`src/rtl/vga_fb_scanout.sv`:
```
// VGA scan-out: sync/blank timing, framebuffer word fetch,
// RGB332/RGB565 unpack with integer upscaling and 8-bit colour expansion.
module vga_fb_scanout #(
    parameter int H_ACTIVE = 640,
    parameter int H_FP     = 16,
    parameter int H_SYNC   = 96,
    parameter int H_BP     = 48,
    parameter int V_ACTIVE = 480,
    parameter int V_FP     = 10,
    parameter int V_SYNC   = 2,
    parameter int V_BP     = 33,
    parameter int PIX_DIV  = 2,
    parameter int VGA_BITS = 8,
    parameter int SCALE    = 16,
    parameter int FB_W     = 40,
    parameter int FB_H     = 30,
    parameter int ADDR_W   = 9
) (
    input  logic              clk,
    input  logic              reset,
    input  logic [ADDR_W-1:0] fb_base,
    output logic [ADDR_W-1:0] addr_vga,
    input  logic [31:0]       read_data_vga,
    output logic [7:0]        vga_r,
    output logic [7:0]        vga_g,
    output logic [7:0]        vga_b,
    output logic              vga_hs,
    output logic              vga_vs,
    output logic              vga_de,
    output logic              frame_start
);
    localparam int H_TOTAL = H_ACTIVE + H_FP + H_SYNC + H_BP;
    localparam int V_TOTAL = V_ACTIVE + V_FP + V_SYNC + V_BP;
    localparam int HS_BEG  = H_ACTIVE + H_FP;
    localparam int HS_END  = HS_BEG + H_SYNC;
    localparam int VS_BEG  = V_ACTIVE + V_FP;
    localparam int VS_END  = VS_BEG + V_SYNC;
    localparam int PPW     = 32 / VGA_BITS;
    localparam int ROW_W   = FB_W / PPW;
    localparam int LW      = $clog2(PPW);
    localparam int DW      = $clog2(PIX_DIV > 1 ? PIX_DIV : 2);
    localparam int HW      = $clog2(H_TOTAL);
    localparam int VW      = $clog2(V_TOTAL);
    localparam int SW      = $clog2(SCALE > 1 ? SCALE : 2);
    localparam int FXW     = $clog2(FB_W + 1);
    localparam int FYW     = $clog2(FB_H + 1);

    logic [DW-1:0]     div_q;
    logic [HW-1:0]     h_q;
    logic [VW-1:0]     v_q;
    logic [SW-1:0]     sx_q, sy_q;
    logic [FXW-1:0]    fx_q;
    logic [FYW-1:0]    fy_q;
    logic [ADDR_W-1:0] row_q, base_q, addr_q;
    logic [LW-1:0]     lane_q;
    logic              vis_q, hs1_q, vs1_q, first_q;
    logic [7:0]        r_q, g_q, b_q;
    logic              de_q, hs_q, vs_q, fs_q;

    logic              pe, div_last, h_last, v_last;
    logic              h_vis, v_vis, vis, at_origin, hs_d, vs_d;
    logic [ADDR_W-1:0] base_d, addr_d;
    logic [15:0]       pix;
    logic [7:0]        r_d, g_d, b_d;

    always_comb begin
        pe        = div_q == '0;
        div_last  = div_q == DW'(PIX_DIV - 1);
        h_last    = h_q == HW'(H_TOTAL - 1);
        v_last    = v_q == VW'(V_TOTAL - 1);
        h_vis     = h_q < HW'(H_ACTIVE);
        v_vis     = v_q < VW'(V_ACTIVE);
        vis       = h_vis && v_vis;
        at_origin = (h_q == '0) && (v_q == '0);
        hs_d      = !((h_q >= HW'(HS_BEG)) && (h_q < HW'(HS_END)));
        vs_d      = !((v_q >= VW'(VS_BEG)) && (v_q < VW'(VS_END)));
        // The new frame's base is used for its very first fetch.
        base_d    = at_origin ? fb_base : base_q;
        addr_d    = base_d + row_q + ADDR_W'(fx_q >> LW);
        pix       = 16'(read_data_vga >> (32'(lane_q) << $clog2(VGA_BITS)));
        if (VGA_BITS == 8) begin
            r_d = {pix[7:5], pix[7:5], pix[7:6]};
            g_d = {pix[4:2], pix[4:2], pix[4:3]};
            b_d = {4{pix[1:0]}};
        end else begin
            r_d = {pix[15:11], pix[15:13]};
            g_d = {pix[10:5], pix[10:9]};
            b_d = {pix[4:0], pix[4:2]};
        end
    end

    always_ff @(posedge clk or negedge reset) begin
        if (!reset) begin
            div_q   <= '0;
            h_q     <= '0;
            v_q     <= '0;
            sx_q    <= '0;
            sy_q    <= '0;
            fx_q    <= '0;
            fy_q    <= '0;
            row_q   <= '0;
            base_q  <= '0;
            addr_q  <= '0;
            lane_q  <= '0;
            vis_q   <= 1'b0;
            hs1_q   <= 1'b1;
            vs1_q   <= 1'b1;
            first_q <= 1'b0;
            r_q     <= '0;
            g_q     <= '0;
            b_q     <= '0;
            de_q    <= 1'b0;
            hs_q    <= 1'b1;
            vs_q    <= 1'b1;
            fs_q    <= 1'b0;
        end else begin
            div_q <= div_last ? '0 : div_q + 1'b1;
            if (pe) begin
                if (h_last) begin
                    h_q  <= '0;
                    sx_q <= '0;
                    fx_q <= '0;
                    if (v_last) begin
                        v_q   <= '0;
                        sy_q  <= '0;
                        fy_q  <= '0;
                        row_q <= '0;
                    end else begin
                        v_q <= v_q + 1'b1;
                        if (v_vis) begin
                            if (sy_q == SW'(SCALE - 1)) begin
                                sy_q <= '0;
                                // Past the last row no visible line remains.
                                if (fy_q != FYW'(FB_H - 1)) begin
                                    fy_q  <= fy_q + 1'b1;
                                    row_q <= row_q + ADDR_W'(ROW_W);
                                end
                            end else begin
                                sy_q <= sy_q + 1'b1;
                            end
                        end
                    end
                end else begin
                    h_q <= h_q + 1'b1;
                    if (h_vis) begin
                        if (sx_q == SW'(SCALE - 1)) begin
                            sx_q <= '0;
                            fx_q <= fx_q + 1'b1;
                        end else begin
                            sx_q <= sx_q + 1'b1;
                        end
                    end
                end
                if (at_origin) base_q <= fb_base;
                if (vis) addr_q <= addr_d;
                lane_q  <= fx_q[LW-1:0];
                vis_q   <= vis;
                hs1_q   <= hs_d;
                vs1_q   <= vs_d;
                first_q <= at_origin;
                de_q    <= vis_q;
                r_q     <= vis_q ? r_d : '0;
                g_q     <= vis_q ? g_d : '0;
                b_q     <= vis_q ? b_d : '0;
                hs_q    <= hs1_q;
                vs_q    <= vs1_q;
            end
            fs_q <= pe & first_q;
        end
    end

    assign addr_vga    = addr_q;
    assign vga_r       = r_q;
    assign vga_g       = g_q;
    assign vga_b       = b_q;
    assign vga_hs      = hs_q;
    assign vga_vs      = vs_q;
    assign vga_de      = de_q;
    assign frame_start = fs_q;
endmodule

```
`config.mk`:
```
export PLATFORM = sky130hd
export DESIGN_NAME = vga_fb_scanout
export DESIGN_NICKNAME = d
export VERILOG_FILES = /design/src/rtl/vga_fb_scanout.sv
export SDC_FILE = /design/constraint.sdc
export NUM_CORES = 1
export LEC_CHECK = 0
export CAP_MARGIN = 0
export CORE_ASPECT_RATIO = 0.5
export CORE_MARGIN = 2
export CORE_UTILIZATION = 45
export DETAILED_ROUTE_END_ITERATION = 7
export PLACE_DENSITY = 0.73
export REMOVE_ABC_BUFFERS = 1
export SLEW_MARGIN = 20
export SYNTH_ARGS = -nofsm -noshare
export SYNTH_HDL_FRONTEND = slang
export SYNTH_SLANG_ARGS = --single-unit
```
`constraint.sdc`:
```
create_clock -name clk -period 5.65 [get_ports clk]
set_input_delay 1.13 -clock clk [delete_from_list [all_inputs] [get_ports clk]]
set_output_delay 1.13 -clock clk [all_outputs]
set_load 0.005 [all_outputs]
```
-- After elaboration in Yosys (flattened, before gate mapping)
Cells that the tools add are included.
- input bits: 43
- output and inout bits: 37
- logic and storage cells: 89
- register bits: 101
- bitwise gates (word level): 2
- shift operators: 1
- add/sub/neg operators: 10
- magnitude comparators: 6
- eq/ne operators: 5
- multiplexer cells: 24
- reduce and logical (&&, ||, !) cells: 19
- operators by type and width (kind ; number):
    $mux 9 ; 5
    $shr 32x5->8 ; 1
    $mux 4 ; 6
    $mux 8 ; 3
    $add 10x1->10 const B ; 2
    $eq 10x10->1 const B ; 2
    $logic_not 10->1 ; 2
    $lt 10x10->1 const B ; 2
    $lt 10x9->1 const B ; 2
    $mux 10 ; 2
    $mux 5 ; 4
    $mux 6 ; 3
    $ge 10x10->1 const B ; 1
    $ge 10x9->1 const B ; 1
    $reduce_bool 2->1 ; 5
    $add 9x4->9 ; 1
    $add 9x4->9 const B ; 1
    $add 9x9->9 ; 1
    $add 4x1->4 const B ; 2
    $eq 4x4->1 const B ; 2
    $add 6x1->6 const B ; 1
    $reduce_and 2->1 ; 3
    $reduce_and 3->1 ; 2
    $add 5x1->5 const B ; 1
    other kinds (8) ; 12

-- Logic depth before layout (Yosys ltp)
Gate-level depths: netlist (run 1).
- depth in word-level cells: 5
- mapped depth: 15
- gate-level depth less buffers: 15

-- Worst setup path after synthesis (run 1)
Ideal clock, no wire load.
- path kind: reg-to-reg
- start: register h_q[0]
- end: register addr_q[7] (netlist: addr_vga[7])
- required time: 5.515 ns
- path buffers: 0
- setup time: 0.135 ns
- slack: 1.806 ns
- stages on the path, launching flop included: 16
- arrival: 3.709 ns
- period minus slack after synthesis: 3.844 ns
- cells stage by stage: dfrtp_1 -> inv_1 -> ha_1 -> or4b_1 -> nor4_2 -> nand2_1 -> mux2_2 -> fa_1 -> ha_1 -> fa_1 -> a21o_1 -> a21oi_1 -> o21bai_1 -> a21oi_1 -> xor2_1 -> o21ai_0
- longest elaborated chain between the ends: 5
- elaborated cells between the ends (all ways): 8
- those cells by class: add/sub (2); order compare (1); mux (1); reduce/logical (4)
- ends and longest elaborated chain (item ; RTL line ; source):
    from (decl) ; 49 ; logic [HW-1:0] h_q;
    from (signal assigned) ; 144 ; h_q <= h_q + 1'b1;
    $logic_not 10->1 ; 74 ; at_origin = (h_q == '0) && (v_q == '0);
    $logic_and 1x1->1 ; 74 ;
    $mux 9 ; -- ;
    named net base_d[1] ; 62 ; logic [ADDR_W-1:0] base_d, addr_d;
    $add 9x9->9 ; 79 ; addr_d = base_d + row_q + ADDR_W'(fx_q >> LW);
    $add 9x4->9 ; 79 ;
    to (signal assigned) ; 155 ; if (vis) addr_q <= addr_d;
    to (decl) ; 54 ; logic [ADDR_W-1:0] row_q, base_q, addr_q;
The timed path passes the listed nets, and every way through them passes these cells.
A chain may end at the register's enable or synchronous reset.

-- Final worst setup path (run 1)
Same ends and word-level chain as after synthesis.

==> results of run 1 <==
-- kinds of logic (layout without fill, tap and decap cells) --
group           Yosys count  after routing  synth area share [%]
compound gates           84             84                  12.0
buf+inv                  36            104                  4.36
mux                      33             33                  9.90
simple gates            145            145                  16.3
xor+xnor                 24             24                  4.52
flops                    84             84                  45.3
fa+ha+maj                26             26                  7.64
-- state kept, by name (all words and copies together), names as in the netlist, 5 cells and up --
register and cells:
addr_vga 9, base_q 9, fx_q 6, fy_q 5, h_q 10, row_q 8
v_q 10
-- per-stage QoR --
step                power [mW]  setup WS (ns)  instance area (um^2)  std cells  utilization (%)
finish                    1.32           1.40                  5770        640             57.0
global route              1.37           1.04                  5770        640             57.0
CTS                       1.33           1.38                  5760        640             57.0
detailed placement       0.723           1.38                  5450        624             53.9
global placement         0.721           1.49                  5450        624             53.9
floorplan                0.653           1.80                  4480        404                -
-- layout by cell type (no fill, tap or decap), drive strengths merged, types with 13 or more instances in the layout --
| cell type | n |
|---|---|
| clkdlybuf4s50 | 78 |
| dfrtp | 80 |
| nand2 | 47 |
| mux2 | 24 |
| nand3 | 20 |
| ha | 22 |
| nor2 | 29 |
| a21oi | 13 |
| o21ai | 37 |
| xor2 | 14 |
-- area by class of cell --
type / count / area, um^2
multi-input cells: 312 / 2340
repair buffers: 80 / 800
inverters: 8 / 30.0
clock buffers: 10 / 239
fillers: 848 / 4350
clock inverters: 6 / 72.6
flip-flops and latches: 84 / 2110
well taps: 140 / 175
-- worst max-delay path: cells and delay by family (launching register included) --
kind            cells  cell delay, ns
fa+ha+maj           4            1.23
simple gates        3            1.08
compound gates      5            0.77
flops               1            0.40
mux                 1            0.38
xor+xnor            1            0.15
buf+inv             1            0.09
-- power breakdown --
| group | leakage, nW | switching (mW) | internal, mW |
|---|---|---|---|
| clock network | 0.149 | 0.248 | 0.358 |
| logic | 1.27 | 0.0312 | 0.0626 |
| registers | 1.05 | 0.00634 | 0.611 |
| total | 2.46 | 0.286 | 1.03 |
-- cell usage after synthesis, types with 7 or more instances --
| library cell | instances | share of area [%] |
|---|---|---|
| sky130_fd_sc_hd__a21oi_1 | 12 | 1.3 |
| sky130_fd_sc_hd__a22o_1 | 10 | 1.9 |
| sky130_fd_sc_hd__buf_4 | 16 | 2.6 |
| sky130_fd_sc_hd__clkbuf_1 | 11 | 0.89 |
| sky130_fd_sc_hd__dfrtp_1 | 80 | 43 |
| sky130_fd_sc_hd__ha_1 | 22 | 5.9 |
| sky130_fd_sc_hd__inv_1 | 7 | 0.56 |
| sky130_fd_sc_hd__mux2_2 | 24 | 5.8 |
| sky130_fd_sc_hd__mux4_2 | 8 | 3.9 |
| sky130_fd_sc_hd__nand2_1 | 47 | 3.8 |
| sky130_fd_sc_hd__nand3_1 | 20 | 2.2 |
| sky130_fd_sc_hd__nand4_1 | 8 | 1.1 |
| sky130_fd_sc_hd__nor2_1 | 29 | 2.3 |
| sky130_fd_sc_hd__nor3_1 | 7 | 0.75 |
| sky130_fd_sc_hd__o21ai_0 | 37 | 4.0 |
| sky130_fd_sc_hd__or3_1 | 7 | 0.94 |
| sky130_fd_sc_hd__xnor2_1 | 10 | 1.9 |
| sky130_fd_sc_hd__xor2_1 | 14 | 2.6 |
-- layer usage --
layer  wire length [um]  track usage [%]  share of wire, %  vias to the layer above
li1                   -                -                 -                     1669
met1               4710             24.2                49                     1641
met2               4380             30.9                46                       61
met3                405             5.03               4.2                        8
met4                 98             7.05               1.0                        0
met5                  0                0                 0                        -
-- final timing paths --
kind,startpoint,end
min in group asynchronous,reset,v_q[2]
worst max-delay path,h_q[0],addr_vga[7]
worst min-delay path,first_q,first_q
worst min register to register,first_q,first_q
max in group asynchronous,reset,addr_vga[5]
worst max register to register,h_q[0],addr_vga[7]
==> parameters.txt, run 1 <==
Parameter                              Value

Power
  Pwr/cell area ... ~230 nW/um^2
  Leakage ... 2.46 nW
  Maximum vdd drop ... between 0.1 and 0.15 mV

Clocking
  Post-CTS clock slew at the launch and capture registers of the worst setup and hold paths ... about 0.060 ns
  Maximum root-to-sink buffer count ... 2
  Number of buffers added to fix hold violations after cts ... 0
  Maximum level of the CTS H-tree ... 3
  Clock Latency Late Sink ... 0.35 ns
  CTS tree ... yes
  Clock tree sinks ... 84
  Cell at the root of the clock tree ... sky130_fd_sc_hd__clkbuf_16
  Number of post-CTS setup repair buffers ... 0
  Gates resized, CTS repair ... 0
  CTS buffer count ... 9

Detailed routing
  Routed WL per cell ... 15.0 um
  Vias per cell ... approximately 5.3
  Starting DRC count in detailed routing ... 199
  Antenna Violating Nets Remaining ... 0
  Detailed Routing Iterations Pass 1 ... 4
  Routed wire length ... around 9600 um
  Post-route DRC violation count ... 0
  Overall via count from detail_route ... 3379

Run
  Max-cap violations ... 0

Die
  IO Count ... 80
  DIE AREA ... about 11000 um^2
  Die width ... about 150 um
  Floorplan row count ... 26
  Starting density of the core ... 46.0%
  Die extent in y ... 75.9 um
  Core footprint ... just over 10000 um^2

STA
  Headroom to the max-slew limit ... approximately two fifths
  Setup repair after global routing missed its margin ... no
  Final setup violation count ... 0
  Min cycle time layout ... between 4 and 5 ns
  Worst Skew ... between 0.01 and 0.015 ns
  Post-route setup TNS ... 0 ns
  Max Clock Freq ... 235 MHz
  Fraction of the cycle the final worst path needs ... around three quarters
  Total count of hold-check failures in the final report ... 0
  Number of pins exceeding their max-slew limit in the final report ... 0
  Slew of the pin with the lowest slew margin ... about 0.89 ns
  Worst Hold Margin ... about 0.47 ns

GRT
  Wire length of the first global-routing pass ... 16000 um
  Number of antenna violations at the first check in global routing ... 0
  Number of global-route vias before repair ... around 3300
  GRT Resource Usage Total ... between 10% and 20%
  Pin count of the biggest net entering global routing ... 85
  Global-route congestion overflow total ... 0

Cells and area
  Fraction of final layout cells with drive strength greater than 1 ... 13.8%
  Net total in the final layout ... ~560
  Antenna Diode Count ... 0
  Synthesis-to-finish area growth ... 23.9%

Critical path
  Slack of the worst reg-to-reg path ... ~1.4 ns
  Crit-path cells ... inv_1 -> ha_1 -> or4b_1 -> nor4_2 -> nand2_1 -> mux2_2 -> fa_1 -> ha_1 -> fa_1 -> a21o_1 -> a21oi_1 -> o21bai_1 -> a21oi_1 -> xor2_1 -> o21ai_0
  Worst stage delay on the critical path ... around 0.45 ns
  Critical path data required time ... 5.85 ns
  Crit path capture type ... flop
  Setup Crit Path Kind ... flop to flop
  Worst endpoint data arrival time ... between 4 and 5 ns
  CP Max Fanout ... 8
  Crit start category ... flop
  Worst Reg2Reg Path Length in Cells ... 15
  Slowest-stage cell, CP ... sky130_fd_sc_hd__or4b_1

Yosys
  Post-synthesis instance total ... approximately 430
  Mean instance size in the synthesized netlist ... 10.8 um^2
  Count of different cell masters after synthesis ... 54
  Total of warnings raised by yosys ... 0
  Number of storage elements in the synthesis netlist ... 84
  Share of synthesized registers carrying an async set or reset ... 100%
  EDFF count, synth ... 0
  Prevailing post-synth register cell ... sky130_fd_sc_hd__dfrtp_1
  Cell area after synthesis ... ~4700 um^2
  Portion of the post-synthesis area used by sequential elements ... between 40% and 50%

Hold path
  Hold depth ... 2
  Tightest Hold Check Type ... flop to flop

Placement
  Hpwl dp ... slightly below 7000 um
  Port buffer count ... a little under 80
  Routability Congestion ... 0.826

Outcome
  Run status ... finished clean
(Power assumes the default switching activity.)
==> run 2, diff against run 1 <==
--- a/config.mk
+++ b/config.mk
@@ -10,7 +10,7 @@
 export CORE_MARGIN = 2
 export CORE_UTILIZATION = 45
 export DETAILED_ROUTE_END_ITERATION = 7
-export PLACE_DENSITY = 0.73
+export PLACE_DENSITY = 0.75
 export REMOVE_ABC_BUFFERS = 1
 export SLEW_MARGIN = 20
 export SYNTH_ARGS = -nofsm -noshare
==> constraint.sdc (replaced) <==
create_clock -name clk -period 3.6 [get_ports clk]
set_input_delay 0.72 -clock clk [delete_from_list [all_inputs] [get_ports clk]]
set_output_delay 0.72 -clock clk [all_outputs]
set_load 0.005 [all_outputs]
==> parameters.txt, run 2 (synthesized netlist as in run 1, its figures left out) <==
Parameter                              Value

Clocking
  CTS buffer count ... 9 (unchanged)
  Maximum root-to-sink buffer count ... 2 (unchanged)
  CTS tree ... yes (unchanged)
  Clock tree sinks ... 84 (unchanged)
  Post-CTS clock slew at the launch and capture registers of the worst setup and hold paths ... 0.06 ns (about the same)
  Clock Latency Late Sink ... 0.35 ns (about the same)
  Cell at the root of the clock tree ... sky130_fd_sc_hd__clkbuf_16 (unchanged)
  Maximum level of the CTS H-tree ... 3 (unchanged)

STA
  Final setup violation count ... 2 (was 0)
  Min cycle time layout ... 3.76 ns (was 4.25 ns)
  Number of pins exceeding their max-slew limit in the final report ... 0 (unchanged)
  Headroom to the max-slew limit ... 48.8% (was 40.5%)
  Setup repair after global routing missed its margin ... yes (was no)
  Slew of the pin with the lowest slew margin ... 0.769 ns (was 0.887 ns)
  Min setup slack post-route ... -0.157 ns (was 1.40 ns)
  Post-route setup TNS ... -0.243 ns (was 0 ns)
  Worst Skew ... 0.00679 ns (was 0.0101 ns)
  Fraction of the cycle the final worst path needs ... 104% (was 75.2%)
  Max Clock Freq ... 266 MHz (was 235 MHz)
  Total count of hold-check failures in the final report ... 0 (unchanged)

Power
  Leakage ... 2.67 nW (was 2.46 nW)
  Maximum vdd drop ... 0.192 mV (was 0.129 mV)
  Pwr/cell area ... 338 nW/um^2 (was 229 nW/um^2)

GRT
  GRT Resource Usage Total ... 20.1% (was 18.6%)
  Number of antenna violations at the first check in global routing ... 0 (unchanged)
  Global-route congestion overflow total ... 0 (unchanged)
  Wire length of the first global-routing pass ... 17500 um (was 16000 um)
  Most used routing layer in global routing ... met2 (unchanged)
  Pin count of the biggest net entering global routing ... 85 (unchanged)
  Number of global-route vias before repair ... 3580 (was 3269)
  GR Util met1 ... 25.8% (was 24.2%)
  Met3 capacity usage during global routing ... 4.79% (was 5.03%)
  Met2 global-route usage ... 34.5% (was 30.9%)

Critical path
  WP buf/inv ... 1 (unchanged)
  Worst endpoint data arrival time ... 3.98 ns (was 4.45 ns)
  Worst stage delay on the critical path ... 0.47 ns (was 0.45 ns)
  Critical path data required time ... 3.83 ns (was 5.85 ns)
  CP Max Fanout ... 4 (was 8)
  Slowest-stage cell, CP ... sky130_fd_sc_hd__or4b_4 (was sky130_fd_sc_hd__or4b_1)
  Crit start category ... flop (unchanged)
  Crit path capture type ... flop (unchanged)
  Setup Crit Path Kind ... flop to flop (unchanged)
  Crit-path cells ... inv_2 -> ha_4 -> or4b_4 -> nor4_4 -> nand2_2 -> mux2_2 -> fa_1 -> ha_1 -> a21o_1 -> a211oi_2 -> nor2_1 -> o41ai_2 -> a311oi_1 -> o31a_1 (was inv_1 -> ha_1 -> or4b_1 -> nor4_2 -> nand2_1 -> mux2_2 -> fa_1 -> ha_1 -> fa_1 -> a21o_1 -> a21oi_1 -> o21bai_1 -> a21oi_1 -> xor2_1 -> o21ai_0)
  Dominant delay contributor by cell family on the critical path ... compound AO/OA/AOI/OAI gates (was adder cells)

Placement
  Port buffer count ... 79 (unchanged)
  Routability Congestion ... 0.824 (was 0.826)
  Hpwl dp ... 7480 um (was 6910 um)
  Cell area after placement ... 5700 um^2 (was 5450 um^2)

Cells and area
  Commonest non-fill, non-tap cell in the layout ... sky130_fd_sc_hd__dfrtp_1 (unchanged)
  Highest-count cells in the layout ignoring fill and taps ... sky130_fd_sc_hd__dfrtp_1 (80), sky130_fd_sc_hd__clkdlybuf4s50_1 (78), sky130_fd_sc_hd__nand2_1 (46) (was sky130_fd_sc_hd__dfrtp_1 (80), sky130_fd_sc_hd__clkdlybuf4s50_1 (78), sky130_fd_sc_hd__nand2_1 (47))
  Register cell area after layout ... 2110 um^2 (unchanged)
  Top flop regs ... h_q: 10 flops, v_q: 10 flops (unchanged)
  Fraction of final layout cells with drive strength greater than 1 ... 22.2% (was 13.8%)
  Synthesis-to-finish area growth ... 31.3% (was 23.9%)
  Fill cell total of the finished layout ... 820 (was 848)
  Antenna Diode Count ... 0 (unchanged)
  Area of all placed cells without fillers ... 6110 um^2 (was 5770 um^2)
  Net total in the final layout ... 601 (was 564)
  Area of the multi-input gates ... 2420 um^2 (was 2340 um^2)

Die
  Die width ... 148 um (unchanged)
  Core footprint ... 10100 um^2 (unchanged)
  Starting density of the core ... 46.0% (unchanged)
  IO Count ... 80 (unchanged)
  Die extent in y ... 75.9 um (unchanged)
  Floorplan row count ... 26 (unchanged)
  DIE AREA ... 11200 um^2 (unchanged)

Outcome
  Run status ... finished, violations left (was finished clean)
  Violated checks ... negative setup slack

Detailed routing
  Detailed Routing Iterations Pass 1 ... 4 (unchanged)
  Post-route DRC violation count ... 0 (unchanged)
  Starting DRC count in detailed routing ... 166 (was 199)
  Antenna Violating Nets Remaining ... 0 (unchanged)
  Vias per cell ... 5.31 (was 5.28)
  Routed wire length ... 10700 um (was 9600 um)
  Overall via count from detail_route ... 3593 (was 3379)
  Routed WL per cell ... 15.8 um (was 15.0 um)

Hold path
  Tightest Hold Check Type ... primary input to asynchronous set/reset pin (was flop to flop)

Run
  Max-cap violations ... 0 (unchanged)
## run 2: metal layers
layer / routed length (um) / part of all wire (%)
met5: 0 / 0
met4: 138 / 1.3
met3: 441 / 4.1
met2: 5310 / 50
met1: 4790 / 45
## run 2: through the flow
| step | utilization, % | power (mW) | cells | worst slack [ns] | hold WS (ns) |
|---|---|---|---|---|---|
| after floorplan | - | 1.02 | 404 | -0.249 | 0.424 |
| after global placement | 56.3 | 1.13 | 657 | -0.189 | 0.454 |
| after detailed placement | 56.3 | 1.14 | 657 | -0.325 | 0.456 |
| after CTS | 60.1 | 2.08 | 676 | -0.141 | 0.472 |
| after global routing | 60.4 | 2.14 | 677 | -0.315 | 0.482 |
| final | 60.4 | 2.07 | 677 | -0.157 | 0.422 |
## run 2: power breakdown
group	total [mW]	switching [mW]	leakage (nW)	internal (mW)
registers	0.970	0.0106	1.05	0.959
clock network	0.945	0.403	0.150	0.542
logic	0.153	0.0516	1.47	0.101
## run 2: cell type report
| type | instances | share of cell area [%] |
|---|---|---|
| flip-flops and latches | 84 | 34.5 |
| clock inverters | 7 | 1.23 |
| inverters | 8 | 0.492 |
| well taps | 140 | 2.87 |
| clock buffers | 9 | 3.69 |
| repair buffers | 117 | 17.6 |
| multi-input cells | 312 | 39.6 |
## run 2: worst paths after layout
| path | endpoint | slack (ns) | cells past startpoint | start |
|---|---|---|---|---|
| max in group asynchronous | addr_vga[7] | 2.65 | 1 | reset |
| setup reg to reg | addr_vga[8] | -0.16 | 14 | h_q[0] |
| hold reg to reg | vis_q | 0.47 | 2 | vis_q |
| min in group clk | vis_q | 0.47 | 2 | vis_q |
| hold / removal | v_q[1] | 0.42 | 1 | reset |
| setup / recovery | addr_vga[8] | -0.16 | 14 | h_q[0] |
## run 2: repair_timing
action | 4_1_cts | 5_1_grt
gates resized for setup | 15 | 4
setup endpoints to repair | 4 | 5
hold buffers | 0 | 0
cloned | 0 | 0
buffers inserted | 3 | 1
pin swaps | 6 | 6
